`config.mk`:
```
export PLATFORM = sky130hd
export DESIGN_NAME = vga_write_arbiter
export DESIGN_NICKNAME = d
export VERILOG_FILES = /design/src/rtl/vga_write_arbiter.sv
export SDC_FILE = /design/constraint.sdc
export NUM_CORES = 1
export LEC_CHECK = 0
export BUFFER_PORTS_ARGS = -buffer_cell sky130_fd_sc_hd__buf_2
export CAP_MARGIN = 5
export CORE_AREA = 3 3 76 78
export CTS_BUF_LIST = sky130_fd_sc_hd__clkbuf_8
export CTS_CLUSTER_SIZE = 20
export DETAILED_ROUTE_END_ITERATION = 7
export DIE_AREA = 0 0 79 81
export GPL_TIMING_DRIVEN = 0
export PLACE_DENSITY = 0.81
export SYNTH_ARGS = -nofsm -noshare
export SYNTH_HDL_FRONTEND = slang
export SYNTH_SLANG_ARGS = --single-unit
```
`constraint.sdc`:
```
create_clock -name clk -period 2.6 [get_ports clk]
set_clock_uncertainty 0.05 [all_clocks]
set_input_delay 0.52 -clock clk [delete_from_list [all_inputs] [get_ports clk]]
set_output_delay 0.52 -clock clk [all_outputs]
set_load 0.05 [all_outputs]
```
`src/rtl/vga_write_arbiter.sv`:
```
// Round-robin owner of the single VGA pixel-write port shared by clear, glyph and key drawers.
// Optional macro VGA_ARB_CLEAR_PRIORITY_EN: screen clear (requester 0) wins arbitration and preempts other owners.
module vga_write_arbiter #(
    parameter int unsigned H_RES   = 160,
    parameter int unsigned V_RES   = 120,
    parameter int unsigned TIMEOUT = 20000
) (
    input  logic        clk,
    input  logic        reset,
    input  logic [2:0]  req,
    input  logic [2:0]  px_valid,
    input  logic [2:0]  px_last,
    input  logic [23:0] px_x,
    input  logic [20:0] px_y,
    input  logic [8:0]  px_colour,
    output logic [2:0]  gnt,
    output logic [7:0]  x_out,
    output logic [6:0]  y_out,
    output logic [2:0]  colour,
    output logic        writeEn,
    output logic        busy,
    output logic [1:0]  owner,
    output logic        timeout_flag
);

    typedef enum logic [1:0] {
        S_IDLE,
        S_GRANT,
        S_RELEASE
    } state_t;

    state_t      r_state;
    logic [15:0] r_wdog;
    logic [2:0]  r_gnt;
    logic [1:0]  r_owner;
    logic [7:0]  r_x;
    logic [6:0]  r_y;
    logic [2:0]  r_colour;
    logic        r_we;
    logic        r_busy;
    logic        r_timeout;

    logic [1:0]  w_win;
    logic [1:0]  w_idx;
    logic        w_any;
    logic [7:0]  w_x;
    logic [6:0]  w_y;
    logic [2:0]  w_c;
    logic        w_pv;
    logic        w_pl;
    logic        w_rq;
    logic        w_inb;
    logic        w_wd_exp;
    logic        w_preempt;
    logic        w_release;

    // Search starts just past the previous owner, so the one that just released ranks last.
    always_comb begin
        w_win = r_owner;
        w_any = 1'b0;
        w_idx = '0;
        for (int unsigned k = 1; k <= 3; k++) begin
            w_idx = 2'((32'(r_owner) + k) % 3);
            if (!w_any && req[w_idx]) begin
                w_win = w_idx;
                w_any = 1'b1;
            end
        end
`ifdef VGA_ARB_CLEAR_PRIORITY_EN
        if (req[0]) begin
            w_win = 2'd0;
            w_any = 1'b1;
        end
`endif
    end

    always_comb begin
        case (r_owner)
            2'd0: begin
                w_x = px_x[7:0];   w_y = px_y[6:0];   w_c = px_colour[2:0];
                w_pv = px_valid[0]; w_pl = px_last[0]; w_rq = req[0];
            end
            2'd1: begin
                w_x = px_x[15:8];  w_y = px_y[13:7];  w_c = px_colour[5:3];
                w_pv = px_valid[1]; w_pl = px_last[1]; w_rq = req[1];
            end
            default: begin
                w_x = px_x[23:16]; w_y = px_y[20:14]; w_c = px_colour[8:6];
                w_pv = px_valid[2]; w_pl = px_last[2]; w_rq = req[2];
            end
        endcase
    end

    assign w_inb    = (32'(w_x) < H_RES) && (32'(w_y) < V_RES);
    assign w_wd_exp = (r_wdog == 16'(TIMEOUT - 1));
`ifdef VGA_ARB_CLEAR_PRIORITY_EN
    // Pixels arrive one per cycle, so every cycle is a pixel boundary; any pixel presented now is still written.
    assign w_preempt = (r_owner != 2'd0) && req[0];
`else
    assign w_preempt = 1'b0;
`endif
    assign w_release = (w_pv && w_pl) || !w_rq || w_wd_exp || w_preempt;

    always_ff @(posedge clk) begin
        if (!reset) begin
            r_state   <= S_IDLE;
            r_wdog    <= '0;
            r_gnt     <= '0;
            r_owner   <= 2'd2;
            r_x       <= '0;
            r_y       <= '0;
            r_colour  <= '0;
            r_we      <= 1'b0;
            r_busy    <= 1'b0;
            r_timeout <= 1'b0;
        end else begin
            case (r_state)
                S_IDLE: begin
                    r_we   <= 1'b0;
                    r_wdog <= '0;
                    if (w_any) begin
                        r_gnt   <= 3'b001 << w_win;
                        r_owner <= w_win;
                        r_busy  <= 1'b1;
                        r_state <= S_GRANT;
                    end
                end
                S_GRANT: begin
                    r_we <= w_pv && w_inb;
                    if (w_pv && w_inb) begin
                        r_x      <= w_x;
                        r_y      <= w_y;
                        r_colour <= w_c;
                    end
                    if (w_release) begin
                        r_gnt   <= '0;
                        r_wdog  <= '0;
                        r_state <= S_RELEASE;
                        if (w_wd_exp) r_timeout <= 1'b1;
                    end else begin
                        r_wdog <= r_wdog + 16'd1;
                    end
                end
                S_RELEASE: begin
                    r_we    <= 1'b0;
                    r_busy  <= 1'b0;
                    r_state <= S_IDLE;
                end
                default: r_state <= S_IDLE;
            endcase
        end
    end

    assign gnt          = r_gnt;
    assign owner        = r_owner;
    assign x_out        = r_x;
    assign y_out        = r_y;
    assign colour       = r_colour;
    assign writeEn      = r_we;
    assign busy         = r_busy;
    assign timeout_flag = r_timeout;

endmodule

```
==> impl_metrics.tcl <==
set metrics [dict create \
    ys_types 56 \
    start_kind "flop" \
    p_leak_nw 1.61 \
    synth.net_count 372 \
    drc 0 \
    io_pins 91 \
    synthArstFlopShare_pct 0 \
    synth_ff_type "dfxtp_1" \
    pwr-share-clk_pct 17.1 \
    fin_crit_ns 2.46 \
    start_util_pct 49.6 \
    slowest_stage "dfxtp_1" \
    wl_mm 6.94 \
    setup_violations 0 \
    gp_congestion 0.964 \
    layout-drive-gt1-share_pct 30.8 \
    crit_fanout 10 \
    seqPwrFrac_pct 28.8 \
    grtUsageTotal_pct 22.0 \
    die_x_um 79 \
    min_period_over_period_pct 94.7 \
    die_y_um 81 \
    htree_levels 2 \
    routedWlPerCell_um 14.7 \
    cp_cell_sequence "inv_1 > ha_1 > buf_2 > buf_6 > a22o_1 > o22ai_4 > nand3_4 > nor2_1 > nand3b_1 > a21boi_0" \
    firstDrtPassIters 4 \
    drv_cap 0 \
    yosys_warnings 0 \
    postRouteAntennaNets 0 \
    p_sw_w 0.00151 \
    p_total_w 0.00318 \
    place_hpwl_mm 5.28 \
    yosysTopAreaCell "dfxtp_1" \
    grt_pass1_wl_mm 11.5 \
    portBuffers 90 \
    clockBufferDepth 2 \
    cpPeakStageDelay_ns 0.42 \
    p_per_area_nw_per_um2 978 \
    worstHoldPathType "reg -> reg" \
    slew_headroom_pct 63.4 \
    required_ns 2.77 \
    area_growth_pct 27.3 \
    finalHoldViolations 0 \
    ys_seq_area_share_pct 34.5 \
    synthMostInstantiatedCell "dfxtp_1" \
    internal-power_w 0.00167 \
    std_cell_rows 26 \
    status "complete, no violations" \
    max_freq_ghz 0.406 \
    vias 2699 \
    ys_seq_elements 44 \
    root_buffer "clkbuf_8" \
    grt_pass1_vias 2586 \
    fill_cells 466 \
    ys_top_cells_by_count "44 x dfxtp_1, 43 x nand2_1, 18 x o211a_1, 17 x a21oi_1, 17 x nand3_1" \
    via_per_inst 5.72 \
    numCtsBuffers 5 \
    grt_max_degree 16 \
    fp.coreArea_um2 5140 \
    critPathArrivalTime_ns 2.63 \
    postSynthCellCount 301 \
    crit_type "reg -> reg" \
    vdd.ir_drop.worst_mv 0.646 \
    drtIter0Drc 179 \
    avgSynthCellArea_um2 8.48 \
    slew_violations 0 \
    ctsHoldBuffers 0 \
    grt-ovfl-total 0 \
    crit_path_end_kind "flop" \
    tightest_slew_ns 0.549 \
    synth_top_area_share_pct 34.5 \
    antenna_cells 0 \
    cts_tree "built" \
    netlist_area_um2 2550 \
    cts.sinks 44 \
    synth_edf_count 0 \
    clock_latency_ns 0.30 \
    clk_pin_slew_worst_paths_ns 0.09 \
    power_frac_comb_pct 54.1 \
    p_sw_share_pct 47.5 \
    finalNetCount 472 \
    synthTopCellsByArea "dfxtp_1 35%, o211a_1 7.1%, nand2_1 6.3%" \
    final_util_pct 63.2 \
    fp.dieArea_um2 6400 \
    antenna_found_initial 0 \
]
==> area by class of cell <==
class | count | area, µm² | share of cell area (%)
Multi-Input combinational cell | 232 | 1550 | 47.7
Sequential cell | 44 | 882 | 27.2
Timing Repair Buffer | 93 | 473 | 14.6
Buffer | 18 | 114 | 3.51
Tap cell | 70 | 87.6 | 2.70
Clock buffer | 5 | 68.8 | 2.12
Clock inverter | 3 | 47.5 | 1.46
Inverter | 7 | 26.3 | 0.809
==> state kept, by name, summed over array words and instances, names as in the netlist <==
| register | cells |
|---|---|
| r_state | 2 |
| busy | 1 |
| r_wdog | 16 |
| gnt | 3 |
| writeEn | 1 |
| x_out | 8 |
| y_out | 7 |
| timeout_flag | 1 |
| owner | 2 |
| colour | 3 |
==> cells by family (layout without fill, tap and decap cells) <==
family | count (synthesis) | count (layout) | share of synthesized area, %
AO/OA/AOI/OAI | 103 | 103 | 29.9
multiplexers | 2 | 2 | 0.785
buffers and inverters | 25 | 126 | 5.49
flip-flops | 44 | 44 | 34.5
adder cells (fa/ha/maj) | 6 | 6 | 2.94
XOR/XNOR | 2 | 2 | 0.687
AND/OR/NAND/NOR | 119 | 119 | 25.6
==> metal layers <==
metal,up-vias,track usage [%],routed length (µm)
met3,5,4.66,493
met5,-,0,0
met4,0,7.04,40
li1,1329,-,-
met1,1252,26.9,2890
met2,113,38.7,3510
==> stage by stage <==
stage	area [µm²]	hold WS [ns]	setup TNS, ns	cells	setup slack [ns]
2_1_floorplan	2550	0.382	0	301	0.00653
3_3_place_gp	3090	0.397	0	461	0.104
3_5_place_dp	3090	0.402	0	461	0.124
4_1_cts	3210	0.414	0	469	0.102
5_1_grt	3250	0.454	-0.0127	472	-0.0127
6_report	3250	0.412	0	472	0.137
==> power groups by stage <==
stage | clock (W) | combinational [W] | sequential (W)
after floorplan | 0 | 0.000847 | 0.00135
after global placement | 0 | 0.00164 | 0.000925
after detailed placement | 0 | 0.00166 | 0.000927
after CTS | 0.000545 | 0.00166 | 0.000913
after global routing | 0.000564 | 0.00187 | 0.000932
final | 0.000542 | 0.00172 | 0.000916
==> cell usage in the layout, fill, tap and decap left out, types with 2 or more instances in the layout <==
cell and instances:
buf_2 91, nand2_1 43, dfxtp_1 43, o211a_1 18
a21oi_1 17, nand3_1 16, nor2_1 14, o21ai_0 14
a22o_1 13, a22oi_1 11, clkbuf_1 9, inv_1 6
and3_1 6, ha_1 6, buf_6 5, buf_4 5
a31oi_1 5, nor2b_1 5, a21boi_0 5, clkbuf_8 5
nand4_1 4, nor4_1 3, nor3b_1 3, nand3b_1 3
nor3_1 3, o22ai_1 3, a21boi_1 3, and2_1 2
mux2i_1 2, a21o_1 2, o32ai_1 2, o211ai_1 2
xor2_1 2, or3_1 2, clkinv_4 2
==> worst max-delay path: cells and delay by family (launching register included) <==
kind | cells | cell delay [ns]
flops | 1 | 0.42
simple gates | 3 | 0.60
fa+ha+maj | 1 | 0.19
compound gates | 3 | 0.69
buf+inv | 3 | 0.43
==> worst paths after layout <==
| check | endpoint | cells after the start | from | slack, ns |
|---|---|---|---|---|
| worst max-delay path | r_wdog[2] | 10 | owner[1] | 0.14 |
| worst min-delay path | gnt[1] | 2 | gnt[1] | 0.41 |
| worst max register to register | r_wdog[2] | 10 | owner[1] | 0.14 |
| worst min register to register | gnt[1] | 2 | gnt[1] | 0.41 |
==> repair_timing <==
| action | 4_1_cts | 5_1_grt |
|---|---|---|
| endpoints found under the setup margin | 0 | 18 |
| endpoints found under the hold margin | 0 | 0 |
| buffers inserted | 0 | 3 |
| resized for setup | 0 | 3 |
(Power assumes the default switching activity.)
